[config.mk]
export PLATFORM = sky130hd
export DESIGN_NAME = sp_memory_scrub_ctrl
export DESIGN_NICKNAME = d
export VERILOG_FILES = /design/src/rtl/sp_memory_scrub_pkg.sv /design/src/rtl/sp_memory_scrub_ctrl.sv
export SDC_FILE = /design/constraint.sdc
export NUM_CORES = 1
export LEC_CHECK = 0
export BUFFER_PORTS_ARGS = -buffer_cell sky130_fd_sc_hd__clkbuf_2
export CAP_MARGIN = 20
export CORE_ASPECT_RATIO = 1.25
export CORE_MARGIN = 2
export CORE_UTILIZATION = 54
export CTS_BUF_LIST = sky130_fd_sc_hd__clkbuf_16
export CTS_CLUSTER_DIAMETER = 50
export DETAILED_ROUTE_END_ITERATION = 16
export PLACE_DENSITY = 0.91
export SETUP_SLACK_MARGIN = 0.1
export SLEW_MARGIN = 20
export SYNTH_ARGS = -nofsm -noshare
export SYNTH_HDL_FRONTEND = slang
export SYNTH_SLANG_ARGS = --single-unit
[constraint.sdc]
create_clock -name hclk -period 3.7 [get_ports hclk]
set_input_delay 1.11 -clock hclk [delete_from_list [all_inputs] [get_ports hclk]]
set_output_delay 1.11 -clock hclk [all_outputs]
set_load 0.03 [all_outputs]
[src/rtl/sp_memory_scrub_pkg.sv]
// Shared types and helpers for the sp_memory ECC scrub controller.
// Holds the FSM state enum, read-latency and saturating-increment helpers.
package sp_memory_scrub_pkg;

  typedef enum logic [1:0] {
    IDLE,
    READ,
    WAIT,
    WBACK
  } scrub_state_e;

  function automatic int read_lat(input int pipeline);
    return 1 + pipeline;
  endfunction

  function automatic logic [63:0] sat_inc(
    input logic [63:0] v,
    input int          w
  );
    logic [63:0] top;
    top = (w >= 64) ? '1 : ((64'd1 << w) - 64'd1);
    return (v == top) ? v : v + 64'd1;
  endfunction

endpackage

[src/rtl/sp_memory_scrub_ctrl.sv]
// Background ECC scrubber and bus/scrub arbiter for an sp_memory core.
// Scrub accesses only use idle bus cycles; the bus always wins the port.
module sp_memory_scrub_ctrl
  import sp_memory_scrub_pkg::*;
#(
  parameter int WIDTH    = 32,
  parameter int DEPTH    = 1024,
  parameter int PIPELINE = 0,
  parameter int INTERVAL = 1024,
  parameter int CNT_W    = 16,
  localparam int AW      = (DEPTH > 1) ? $clog2(DEPTH) : 1,
  localparam int SW      = WIDTH / 8
) (
  input  logic             hclk,
  input  logic             hresetn,
  input  logic             scrub_en,
  input  logic             bus_cs,
  input  logic             bus_we,
  input  logic [AW-1:0]    bus_addr,
  input  logic [WIDTH-1:0] bus_wdata,
  input  logic [SW-1:0]    bus_wstrb,
  output logic             mem_cs,
  output logic             mem_we,
  output logic [AW-1:0]    mem_addr,
  output logic [WIDTH-1:0] mem_wdata,
  output logic [SW-1:0]    mem_wstrb,
  input  logic [WIDTH-1:0] mem_rdata,
  input  logic             err_ecc_single,
  input  logic             err_ecc_double,
  output logic [AW-1:0]    scrub_addr,
  output logic [CNT_W-1:0] corr_count,
  output logic [CNT_W-1:0] uncorr_count,
  output logic [AW-1:0]    last_uncorr_addr,
  output logic             uncorr_irq,
  output logic             pass_done
);

  localparam int RL = read_lat(PIPELINE);
  localparam int TW = $clog2(INTERVAL);
  localparam int LW = $clog2(RL + 1);
  localparam logic [TW-1:0] T_LOAD = TW'(INTERVAL - 1);
  localparam logic [LW-1:0] L_LOAD = LW'(RL - 1);
  localparam logic [AW-1:0] A_LAST = AW'(DEPTH - 1);

  scrub_state_e     state;
  logic [TW-1:0]    timer;
  logic [LW-1:0]    lat;
  logic [WIDTH-1:0] cap;
  logic             abort_q;

  logic hit;
  logic abort_now;
  logic sample;
  logic adv;
  logic wrap;

  assign hit       = bus_cs & bus_we & (bus_addr == scrub_addr);
  assign abort_now = abort_q | hit;
  assign sample    = (state == WAIT) & (lat == '0);
  assign wrap      = (scrub_addr == A_LAST);

  // A step retires on a clean/double/aborted sample or a done write-back.
  always_comb begin
    adv = 1'b0;
    if (sample)
      adv = err_ecc_double | ~err_ecc_single | abort_now;
    else if (state == WBACK)
      adv = ~bus_cs | hit;
  end

  always_comb begin
    mem_cs    = 1'b0;
    mem_we    = 1'b0;
    mem_addr  = '0;
    mem_wdata = '0;
    mem_wstrb = '0;
    if (bus_cs) begin
      mem_cs    = 1'b1;
      mem_we    = bus_we;
      mem_addr  = bus_addr;
      mem_wdata = bus_wdata;
      mem_wstrb = bus_wstrb;
    end else if (state == READ) begin
      mem_cs   = 1'b1;
      mem_addr = scrub_addr;
    end else if (state == WBACK) begin
      mem_cs    = 1'b1;
      mem_we    = 1'b1;
      mem_addr  = scrub_addr;
      mem_wdata = cap;
      mem_wstrb = '1;
    end
  end

  always_ff @(posedge hclk or negedge hresetn) begin
    if (!hresetn) begin
      state            <= IDLE;
      timer            <= T_LOAD;
      lat              <= '0;
      cap              <= '0;
      abort_q          <= 1'b0;
      scrub_addr       <= '0;
      corr_count       <= '0;
      uncorr_count     <= '0;
      last_uncorr_addr <= '0;
      uncorr_irq       <= 1'b0;
      pass_done        <= 1'b0;
    end else begin
      uncorr_irq <= 1'b0;
      pass_done  <= 1'b0;
      if (sample && err_ecc_double) begin
        uncorr_count     <= CNT_W'(sat_inc(64'(uncorr_count), CNT_W));
        last_uncorr_addr <= scrub_addr;
        uncorr_irq       <= 1'b1;
      end else if (sample && err_ecc_single) begin
        corr_count <= CNT_W'(sat_inc(64'(corr_count), CNT_W));
        cap        <= mem_rdata;
      end
      if (adv) begin
        state      <= IDLE;
        timer      <= T_LOAD;
        scrub_addr <= wrap ? '0 : scrub_addr + 1'b1;
        pass_done  <= wrap;
      end else begin
        unique case (state)
          IDLE: begin
            if (scrub_en) begin
              if (timer == '0) state <= READ;
              else             timer <= timer - 1'b1;
            end
          end
          READ: begin
            if (!bus_cs) begin
              state   <= WAIT;
              lat     <= L_LOAD;
              abort_q <= 1'b0;
            end
          end
          WAIT: begin
            if (sample) begin
              state <= WBACK;
            end else begin
              lat     <= lat - 1'b1;
              abort_q <= abort_now;
            end
          end
          WBACK: state <= WBACK;
        endcase
      end
    end
  end

endmodule

==> results of run 1 <==
-- cell usage in the layout (no fill, tap or decap), types with 8 or more instances in the layout --
| cell | count |
|---|---|
| sky130_fd_sc_hd__clkbuf_2 | 185 |
| sky130_fd_sc_hd__dfrtp_1 | 90 |
| sky130_fd_sc_hd__nand2_1 | 77 |
| sky130_fd_sc_hd__a22o_1 | 41 |
| sky130_fd_sc_hd__xor2_1 | 34 |
| sky130_fd_sc_hd__mux2_2 | 34 |
| sky130_fd_sc_hd__xnor2_1 | 18 |
| sky130_fd_sc_hd__nand3_1 | 16 |
| sky130_fd_sc_hd__nor2_1 | 12 |
| sky130_fd_sc_hd__nand4_1 | 12 |
| sky130_fd_sc_hd__ha_1 | 10 |
| sky130_fd_sc_hd__dfstp_2 | 10 |
| sky130_fd_sc_hd__nor3_1 | 9 |
| sky130_fd_sc_hd__clkbuf_16 | 9 |
| sky130_fd_sc_hd__buf_4 | 9 |
| sky130_fd_sc_hd__o31ai_1 | 8 |
-- state kept, by name, summed over array words and instances, names as in the netlist, 2 cells and up --
register          cells
cap                  32
corr_count           16
last_uncorr_addr     10
scrub_addr           10
state                 2
timer                10
uncorr_count         16
-- cell type report --
cell class / instances / area share, %
sequential: 100 / 38.8
multi-input combinational: 336 / 37.5
timing repair buffer: 195 / 15.5
clock buffer: 9 / 3.48
tap: 123 / 2.38
clock inverter: 7 / 1.87
inverter: 6 / 0.348
antenna: 1 / 0.0386
-- critical path, delay by kind of cell --
kind | cells | cell delay (ps)
simple gates | 1 | 180
compound gates | 1 | 210
buf+inv | 3 | 700
-- path summary, 6_finish.rpt --
check / from / end / slack (ps) / cells after the start
max: bus_cs / mem_wdata[30] / 390 / 5
min: last_uncorr_addr[8]$_DFFE_PN0P_ / last_uncorr_addr[8]$_DFFE_PN0P_ / 480 / 2
max reg2reg: state[0]$_DFFE_PN0P_ / uncorr_count[9]$_DFFE_PN0P_ / 980 / 10
min reg2reg: last_uncorr_addr[8]$_DFFE_PN0P_ / last_uncorr_addr[8]$_DFFE_PN0P_ / 480 / 2
max in group asynchronous: hresetn / timer[5]$_DFFE_PN1P_ / 2120 / 2
min in group asynchronous: hresetn / uncorr_count[2]$_DFFE_PN0P_ / 850 / 1
-- cells by family (layout without fill, tap and decap cells) --
group / Yosys count / count (layout)
simple gates: 165 / 165
mux: 34 / 34
xor+xnor: 52 / 52
buf+inv: 33 / 217
flops: 100 / 100
other cells: 0 / 1
compound gates: 75 / 75
fa+ha+maj: 10 / 10
-- routing by layer --
metal / vias up / share of wire (%) / GRT usage [%] / routed length [µm]
li1: 2040 / - / - / -
met1: 2173 / 38 / 30.2 / 4890
met2: 157 / 54 / 45.2 / 7000
met3: 26 / 5.4 / 4.63 / 694
met4: 0 / 2.4 / 11.2 / 310
met5: - / 0 / 0 / 0
-- through the flow --
step | instance area [µm²] | std cells
final | 6480 | 777
after global routing | 6470 | 776
after CTS | 6470 | 776
after detailed placement | 6120 | 760
after global placement | 6120 | 760
after floorplan | 5060 | 469
-- Yosys cell counts, types with 2 or more instances --
cell | instances | area, µm²
sky130_fd_sc_hd__nand4_1 | 12 | 75.1
sky130_fd_sc_hd__clkbuf_1 | 22 | 82.6
sky130_fd_sc_hd__ha_1 | 10 | 125
sky130_fd_sc_hd__o41ai_1 | 2 | 17.5
sky130_fd_sc_hd__a31oi_1 | 3 | 18.8
sky130_fd_sc_hd__inv_1 | 6 | 22.5
sky130_fd_sc_hd__dfstp_2 | 10 | 263
sky130_fd_sc_hd__o211ai_1 | 2 | 15.0
sky130_fd_sc_hd__nor2b_1 | 2 | 12.5
sky130_fd_sc_hd__nand2_1 | 77 | 289
sky130_fd_sc_hd__o21a_1 | 2 | 15.0
sky130_fd_sc_hd__nor2_1 | 12 | 45.0
sky130_fd_sc_hd__mux2_2 | 34 | 383
sky130_fd_sc_hd__xor2_1 | 34 | 298
sky130_fd_sc_hd__and3_1 | 7 | 43.8
sky130_fd_sc_hd__o31ai_1 | 8 | 60.1
sky130_fd_sc_hd__dfrtp_1 | 90 | 2250
sky130_fd_sc_hd__buf_2 | 3 | 15.0
sky130_fd_sc_hd__nand3_1 | 16 | 80.1
sky130_fd_sc_hd__and4_1 | 5 | 43.8
sky130_fd_sc_hd__nand4b_1 | 2 | 17.5
sky130_fd_sc_hd__nand2b_1 | 3 | 18.8
sky130_fd_sc_hd__o21ai_0 | 6 | 30.0
sky130_fd_sc_hd__a22o_1 | 41 | 359
sky130_fd_sc_hd__and2_1 | 3 | 18.8
sky130_fd_sc_hd__nor4_4 | 2 | 42.5
sky130_fd_sc_hd__nor3_1 | 9 | 45.0
sky130_fd_sc_hd__xnor2_1 | 18 | 158
sky130_fd_sc_hd__a21oi_1 | 3 | 15.0
sky130_fd_sc_hd__nor4_1 | 2 | 12.5
sky130_fd_sc_hd__nor3b_1 | 4 | 30.0
-- power by group --
part / total (W) / internal, W / switching, W
logic: 0.00179 / 0.000655 / 0.00114
clock network: 0.00107 / 0.000666 / 0.000406
registers: 0.00178 / 0.00144 / 0.000340
==> impl_summary.txt, run 1 <==
----------------------------------------------------
[Synth]
  Post-Syn Nets ... 564
  Most frequently used flop master after synthesis ... sky130_fd_sc_hd__dfrtp_1
  Post-Synth Adder-Cell Area ... 2.47%
  Number of enable flip-flop cells after synthesis ... 0
  Fraction of synthesized cell area in xor and xnor cells ... 9.00%
  Netlist Area Pre-Place ... 5060 µm²
  Post-synthesis cell type count ... 50
  Area fraction in compound gates after synthesis ... 11.9%
  Flop and latch count out of synthesis ... 100
  Dominant combinational cell family by area after synthesis ... simple AND/OR/NAND/NOR gates
  Count of mapped cells out of synthesis ... 469
  Mean post-synth cell area ... 10.8 µm²
  Async S/R FF share, synth ... 100%
  Synthesis Warnings ... 0
  Multiplexer share of the synthesized area ... 7.56%
  Portion of the post-synthesis area used by sequential elements ... 49.7%
  Post-synthesis simple-gate area fraction ... 16.7%

[GRT]
  Total grt overflow ... 0
  Tot GR Track Use ... 25.5%
  Initial antenna violation count ... 0
  Largest net degree at the start of global routing ... 93
  Via count of the first global-routing pass ... 4397
  Wire length of the first global-routing pass ... 21000 µm

[Placed design]
  Placer's final routability congestion estimate ... 0.825
  Buffers added on ports ... 186
  Pre-CTS worst setup slack ... 411 ps
  DPL Wire Length ... 9270 µm

[Finish]
  Layout Utilization ... 71.0%
  Share of final-layout standard cells stronger than drive strength 1 ... 40.3%
  Area grow syn2layout ... 28.0%
  Combined area of the multi-input logic cells ... 2430 µm²
  Fill cell count ... 654
  Count of nets after finishing ... 743
  Reg area ... 2510 µm²

[Worst setup path]
  Crit path cell chain ... clkbuf_2 -> nor3b_2 -> buf_4 -> a22o_1 -> clkbuf_2
  Worst setup EP type ... output port
  Cell repeated most along the worst path ... sky130_fd_sc_hd__clkbuf_2
  Crit path DAT ... 2200 ps
  Worst setup SP type ... primary input
  Stage delay of the slowest cell on the critical path ... 340 ps
  Type of the setup path with the least slack ... in2out
  Maximum fanout along the worst path ... 32
  Required time of the worst setup path ... 2590 ps
  Max stage delay cell, worst path ... sky130_fd_sc_hd__buf_4

[STA]
  RSZ-0062 raised after global routing ... false
  Final setup slack of the worst path ... 394 ps
  Worst hold slack ... 480 ps
  Transition time at the pin with the least slew margin ... 943 ps
  Shortest clock period the worst path allows after layout ... 3310 ps
  Crit share post-route ... 89.3%
  Clock skew ... 7.69 ps
  Final-report setup violation count ... 0
  Highest clock frequency the design can meet ... 302 MHz
  Sum Neg Setup Slack ... 0 ps
  Relative max-transition margin ... 36.8%
  Count of pins over their slew limit ... 0
  Count of final hold-check violations ... 0

[Routing]
  Post-DR vias/cell ... 5.66
  Routed wire length ... 12900 µm
  Routed length per instance ... 16.6 µm
  DR DRC count ... 0
  Total via count after detailed routing ... 4396
  Antenna viol nets, final ... 0
  Number of detailed-routing iterations run before antenna repair ... 4
  Detailed router's first-iteration violation count ... 301

[Clock tree]
  Clock tree from TritonCTS ... yes
  Post-CTS setup buffers ... 0
  Max Buffers Root-to-Sink ... 2
  # H-tree levels ... 3
  Clk_lat worst skew ... 340 ps
  Total clock buffers created by CTS ... 9
  Number of buffers added to fix hold violations after cts ... 0
  Reg clk slew, reported paths ... 70 ps
  Clk sinks ... 100
  Post-cts gate resize count ... 0
  Clock root buffer ... sky130_fd_sc_hd__clkbuf_16

[Run status]
  Result of the run ... completed

[Floorplan]
  Die span in y ... 112 µm
  Full die area ... 10200 µm²
  Width of the die ... 90.6 µm
  Starting density of the core ... 55.5%
  IO Count ... 187
  Standard-cell rows ... 39
  Core outline area ... 9130 µm²

[Power]
  Power density over the cells ... 717 nW/µm²
  Total power ... 0.00464 W
  Static leakage power ... 3.23 nW
  VDD IR-drop max ... 0.000443 V

[Job]
  Number of max-cap violations ... 0

[Hold path]
  Hold Path Class ... reg2reg

----------------------------------------------------
(Power assumes the default switching activity.)
==> run 2, diff against run 1 <==
--- a/config.mk
+++ b/config.mk
@@ -7,13 +7,15 @@
 export LEC_CHECK = 0
 export BUFFER_PORTS_ARGS = -buffer_cell sky130_fd_sc_hd__clkbuf_2
 export CAP_MARGIN = 20
+export CELL_PAD_IN_SITES_DETAIL_PLACEMENT = 0
+export CELL_PAD_IN_SITES_GLOBAL_PLACEMENT = 2
 export CORE_ASPECT_RATIO = 1.25
 export CORE_MARGIN = 2
-export CORE_UTILIZATION = 54
+export CORE_UTILIZATION = 32
 export CTS_BUF_LIST = sky130_fd_sc_hd__clkbuf_16
 export CTS_CLUSTER_DIAMETER = 50
 export DETAILED_ROUTE_END_ITERATION = 16
-export PLACE_DENSITY = 0.91
+export PLACE_DENSITY = 0.9
 export SETUP_SLACK_MARGIN = 0.1
 export SLEW_MARGIN = 20
 export SYNTH_ARGS = -nofsm -noshare
==> run 2 against run 1 <==
Compared with the run above:
- fmax increased by 2.4%
- core utilization decreased by 29 points
- final area increased by 1.5%
- die area increased by 66%
- clock power decreased by 6%
- non-clock buffer count increased by 1
- sequential power about the same
- global-route usage decreased by 9.8 points
- combinational power about the same
- clock skew about the same
- highest routed layer is now met5
==> impl_summary.txt, run 2 (synthesis gave the netlist of run 1 again) <==
----------------------------------------------------
[Worst setup path]
  Setup slack of the worst register-to-register path ... 890 ps
  Required time of the worst setup path ... 2590 ps
  Worst setup path endpoint ... mem_wstrb[2]
  Launching instance or port of the critical path ... bus_cs
  Endpoint of the lowest-slack register-to-register path ... uncorr_count[9]$_DFFE_PN0P_
  Maximum fanout along the worst path ... 38
  Depth of the most critical reg-to-reg path ... 10
  Reg-to-reg startpoint ... state[0]$_DFFE_PN0P_
  Worst setup EP type ... output port
  Worst setup SP type ... primary input
  Type of the setup path with the least slack ... in2out
  Crit path DAT ... 2120 ps

[STA]
  RSZ-0062 raised after global routing ... false
  Final setup slack of the worst path ... 473 ps
  Count of final hold-check violations ... 0
  Highest clock frequency the design can meet ... 310 MHz
  Shortest clock period the worst path allows after layout ... 3230 ps
  Count of pins over their slew limit ... 0
  Clock skew ... 7.37 ps
  Final-report setup violation count ... 0
  Transition time at the pin with the least slew margin ... 948 ps
  Relative max-transition margin ... 36.8%
  Crit share post-route ... 87.2%
  Sum Neg Setup Slack ... 0 ps

[Routing]
  Detailed router's first-iteration violation count ... 133
  Routed wire length ... 13300 µm
  DR DRC count ... 0
  Post-DR vias/cell ... 4.86
  Antenna viol nets, final ... 0
  Number of detailed-routing iterations run before antenna repair ... 4
  Total via count after detailed routing ... 4206
  Routed length per instance ... 15.3 µm

[Placed design]
  Pre-CTS worst setup slack ... 478 ps
  Buffers added on ports ... 186
  Placer's final routability congestion estimate ... 0.786
  Placed inst area ... 6250 µm²
  DPL Wire Length ... 9920 µm
  Cell count after placement ... 850

[Power]
  Proportion of power drawn by combinational gates ... 39.4%
  Part of the total power dissipated in the clock network ... 22.0%
  VDD IR-drop max ... 0.000286 V
  Sequential cell fraction of total power ... 38.6%
  Static leakage power ... 3.22 nW
  Power density over the cells ... 696 nW/µm²
  Cell-internal power ... 0.00270 W
  Switching Share ... 41.0%
  Net switching power of the design ... 0.00188 W

[Finish]
  Share of final-layout standard cells stronger than drive strength 1 ... 40.2%
  Area of all placed cells without fillers ... 6570 µm²
  Biggest registers after layout ... cap (32), corr_count (16), uncorr_count (16)
  Commonest non-fill, non-tap cell in the layout ... sky130_fd_sc_hd__clkbuf_2
  Reg area ... 2510 µm²
  Filler-free cell count of the finished design ... 866
  Largest register by flop count ... cap
  Combined area of the multi-input logic cells ... 2430 µm²
  Area grow syn2layout ... 29.9%
  Leading cell types in the layout, fill and taps excluded ... sky130_fd_sc_hd__clkbuf_2, sky130_fd_sc_hd__dfrtp_1, sky130_fd_sc_hd__nand2_1
  Fill cell count ... 1509
  Flip-flop count of the largest register, all copies and words added ... 32
  Ant diodes ... 0
  Count of nets after finishing ... 744

[Floorplan]
  Core outline area ... 15500 µm²
  Standard-cell rows ... 51
  Starting density of the core ... 32.6%
  Full die area ... 16800 µm²
  Width of the die ... 116 µm
  Die span in y ... 145 µm
  IO Count ... 187

[GRT]
  Largest net degree at the start of global routing ... 75
  Wire length of the first global-routing pass ... 20600 µm
  Tot GR Track Use ... 15.7%
  Initial antenna violation count ... 1
  Via count of the first global-routing pass ... 4158
  Total grt overflow ... 0

[Job]
  Number of max-cap violations ... 0

[Clock tree]
  Clock root buffer ... sky130_fd_sc_hd__clkbuf_16
  Total clock buffers created by CTS ... 9
  Post-CTS setup buffers ... 0
  # H-tree levels ... 3
  Clk_lat worst skew ... 340 ps
  Max Buffers Root-to-Sink ... 2
  Post-cts gate resize count ... 0
  Clock tree from TritonCTS ... yes
  Number of buffers added to fix hold violations after cts ... 0
  Clk sinks ... 100
  Reg clk slew, reported paths ... 70 ps

[Run status]
  Result of the run ... completed

[Hold path]
  Hold Path Class ... reg2reg

----------------------------------------------------
run 2: cell count changes in the layout (fill, tap and decap cells not counted), sizes merged:
cell | previous run | this run
diode | 1 | 0
bufinv | 3 | 2
clkinvlp | 0 | 2
inv | 8 | 7
buf | 10 | 11
run 2: layout make-up:
type | instances | area share (%)
Clock buffer | 9 | 3.43
Clock inverter | 7 | 1.41
Tap cell | 212 | 4.04
Inverter | 6 | 0.343
Multi-Input combinational cell | 336 | 37.0
Timing Repair Buffer | 196 | 15.5
Sequential cell | 100 | 38.3
run 2: metal layers:
layer  vias up  wire length [µm]  track usage, %
met5         -                13               0
met4         2               158            5.14
met3        11               861            4.02
met2       125              6700            26.8
met1      2048              5550            19.2
li1       2020                 -               -
run 2: power groups by stage:
stage	Sequential, W	Combinational, W	Clock (W)
floorplan	0.00193	0.00110	0
global placement	0.00178	0.00179	0
detailed placement	0.00179	0.00182	0
CTS	0.00177	0.00183	0.00103
global route	0.00182	0.00197	0.00108
finish	0.00177	0.00180	0.00101
run 2: stage by stage:
stage          power [W]  hold WS (ps)  utilization, %
2_1_floorplan    0.00303           461               -
3_3_place_gp     0.00357           459            40.3
3_5_place_dp     0.00361           462            40.3
4_1_cts          0.00464           487            42.4
5_1_grt          0.00487           507            42.4
6_report         0.00458           480            42.4
run 2: worst max-delay path, stage by stage:
cell and delay, ps:
sky130_fd_sc_hd__clkbuf_2 130, sky130_fd_sc_hd__buf_4 360, sky130_fd_sc_hd__nand2b_1 250, sky130_fd_sc_hd__nand2_1 80, sky130_fd_sc_hd__clkbuf_2 190
run 2: how the worst min path moves through the flow:
stage                                          startpoint                         endpoint  depth (start not counted)
final                     last_uncorr_addr[7]$_DFFE_PN0P_  last_uncorr_addr[7]$_DFFE_PN0P_                          2
after global routing      last_uncorr_addr[9]$_DFFE_PN0P_  last_uncorr_addr[9]$_DFFE_PN0P_                          2
after CTS                 last_uncorr_addr[1]$_DFFE_PN0P_  last_uncorr_addr[1]$_DFFE_PN0P_                          2
after detailed placement  last_uncorr_addr[1]$_DFFE_PN0P_  last_uncorr_addr[1]$_DFFE_PN0P_                          2
after global placement    last_uncorr_addr[4]$_DFFE_PN0P_  last_uncorr_addr[4]$_DFFE_PN0P_                          2
after floorplan                       abort_q$_DFFE_PN0P_              abort_q$_DFFE_PN0P_                          1
==> run 3, diff against run 2 <==
==> constraint.sdc (replaced) <==
create_clock -name hclk -period 3.7 [get_ports hclk]
set_input_delay 0.37 -clock hclk [delete_from_list [all_inputs] [get_ports hclk]]
set_output_delay 0.37 -clock hclk [all_outputs]
set_load 0.03 [all_outputs]
==> run 3 against run 2 <==
Compared with the run above:
- core utilization down 0.51 points
- first-iteration DRC count up 15%
- critical endpoint is now scrub_addr[5]$_DFFE_PN0P_
- routed wire length up 1.9%
- power down 2.1%
- largest power group unchanged
- sequential power about the same
- clock-buffer cell count unchanged
==> impl_summary.txt, run 3 (synthesis gave the netlist of run 1 again) <==
----------------------------------------------------
[Run status]
  Result of the run ... completed

[Routing]
  Total via count after detailed routing ... 4257
  Detailed router's first-iteration violation count ... 153
  Number of detailed-routing iterations run before antenna repair ... 7
  Routed wire length ... 13500 µm
  Routed length per instance ... 15.7 µm
  Post-DR vias/cell ... 4.95
  DR DRC count ... 0
  Antenna viol nets, final ... 0

[STA]
  Count of pins over their slew limit ... 0
  Final setup slack of the worst path ... 861 ps
  Sum Neg Setup Slack ... 0 ps
  Highest clock frequency the design can meet ... 352 MHz
  Transition time at the pin with the least slew margin ... 993 ps
  Worst hold slack ... 44.5 ps
  Count of final hold-check violations ... 0
  Crit share post-route ... 76.7%
  Clock skew ... 5.77 ps
  RSZ-0062 raised after global routing ... false
  Final-report setup violation count ... 0
  Shortest clock period the worst path allows after layout ... 2840 ps
  Relative max-transition margin ... 33.8%

[Job]
  Number of max-cap violations ... 0

[Finish]
  Leading cell types in the layout, fill and taps excluded ... sky130_fd_sc_hd__clkbuf_2, sky130_fd_sc_hd__dfrtp_1, sky130_fd_sc_hd__nand2_1
  Filler-free cell count of the finished design ... 860
  Layout Utilization ... 41.9%
  Reg area ... 2510 µm²
  Largest register by flop count ... cap
  Area grow syn2layout ... 28.3%
  Fill cell count ... 1555
  Biggest registers after layout ... cap (32), corr_count (16), uncorr_count (16)
  Count of nets after finishing ... 738
  Share of final-layout standard cells stronger than drive strength 1 ... 39.7%
  Commonest non-fill, non-tap cell in the layout ... sky130_fd_sc_hd__clkbuf_2
  Combined area of the multi-input logic cells ... 2430 µm²
  Flip-flop count of the largest register, all copies and words added ... 32

[Worst setup path]
  Type of the setup path with the least slack ... reg2reg
  Maximum fanout along the worst path ... 17
  Worst setup SP type ... flop
  Required time of the worst setup path ... 3910 ps
  Crit path DAT ... 3050 ps
  Worst setup EP type ... flop

[Clock tree]
  Post-CTS setup buffers ... 0
  Post-cts gate resize count ... 0
  # H-tree levels ... 3
  Max Buffers Root-to-Sink ... 2
  Clock tree from TritonCTS ... yes
  Clock root buffer ... sky130_fd_sc_hd__clkbuf_16
  Reg clk slew, reported paths ... 70 ps
  Clk_lat worst skew ... 340 ps
  Total clock buffers created by CTS ... 9
  Number of buffers added to fix hold violations after cts ... 0
  Clk sinks ... 100

[Placed design]
  Cell count after placement ... 844
  Placer's final routability congestion estimate ... 0.796
  Buffers added on ports ... 186
  DPL Wire Length ... 9880 µm
  Pre-CTS worst setup slack ... 893 ps

[Power]
  Cell-internal power ... 0.00260 W
  Power density over the cells ... 690 nW/µm²
  Switching Share ... 42.0%
  VDD IR-drop max ... 0.000285 V
  Part of the total power dissipated in the clock network ... 20.8%
  Proportion of power drawn by combinational gates ... 39.7%
  Static leakage power ... 3.17 nW
  Net switching power of the design ... 0.00188 W
  Sequential cell fraction of total power ... 39.5%

[GRT]
  Tot GR Track Use ... 15.9%
  Wire length of the first global-routing pass ... 20900 µm
  Initial antenna violation count ... 2
  Total grt overflow ... 0
  Largest net degree at the start of global routing ... 83
  Via count of the first global-routing pass ... 4201

[Hold path]
  Hold Path Class ... in2async

[Floorplan]
  Standard-cell rows ... 51
  Core outline area ... 15500 µm²
  Starting density of the core ... 32.6%
  IO Count ... 187
  Die span in y ... 145 µm
  Width of the die ... 116 µm
  Full die area ... 16800 µm²

----------------------------------------------------
-- run 3: final cells by class --
cell class	instances	share of cell area, %
diodes	1	0.0385
clock buffers	9	3.47
clock inverters	6	1.00
inverters	6	0.347
multi-input cells	336	37.4
flip-flops and latches	100	38.7
well taps	212	4.08
repair buffers	190	14.9
-- run 3: final timing paths --
path | startpoint | to | slack (ps) | cells after the start
hold reg to reg | last_uncorr_addr[5]$_DFFE_PN0P_ | last_uncorr_addr[5]$_DFFE_PN0P_ | 480 | 2
min in group hclk | mem_rdata[17] | cap[17]$_DFFE_PN0P_ | 260 | 2
setup reg to reg | state[0]$_DFFE_PN0P_ | scrub_addr[5]$_DFFE_PN0P_ | 860 | 7
setup / recovery | state[0]$_DFFE_PN0P_ | scrub_addr[5]$_DFFE_PN0P_ | 860 | 7
max in group asynchronous | hresetn | cap[10]$_DFFE_PN0P_ | 2910 | 2
hold / removal | hresetn | cap[22]$_DFFE_PN0P_ | 40 | 1
-- run 3: stage by stage --
stage	power (W)	instance area, µm²
finish	0.00448	6490
global route	0.00476	6490
CTS	0.00454	6490
detailed placement	0.00358	6200
global placement	0.00352	6200
floorplan	0.00303	5060
-- run 3: power by group through the flow --
stage / Sequential, W / Clock [W] / Combinational [W]
after global routing: 0.00182 / 0.000997 / 0.00194
after global placement: 0.00177 / 0 / 0.00175
after CTS: 0.00178 / 0.000963 / 0.00180
final: 0.00177 / 0.000931 / 0.00178
after floorplan: 0.00193 / 0 / 0.00110
after detailed placement: 0.00179 / 0 / 0.00179
-- run 3: layer usage --
| metal | vias up | track usage [%] | part of all wire (%) |
|---|---|---|---|
| met1 | 2086 | 19.4 | 41 |
| met5 | - | 0 | 0.12 |
| met4 | 2 | 4.32 | 1.3 |
| met3 | 15 | 4.40 | 6.8 |
| met2 | 137 | 27.4 | 51 |
| li1 | 2017 | - | - |
-- run 3: worst max-delay path, cell delays in order (launching register included) --
cell and delay (ps):
sky130_fd_sc_hd__dfrtp_1 470, sky130_fd_sc_hd__inv_1 120, sky130_fd_sc_hd__ha_1 270, sky130_fd_sc_hd__nor2b_1 190
sky130_fd_sc_hd__nand2b_1 160, sky130_fd_sc_hd__a32oi_1 760, sky130_fd_sc_hd__or2_1 580, sky130_fd_sc_hd__o41ai_1 160
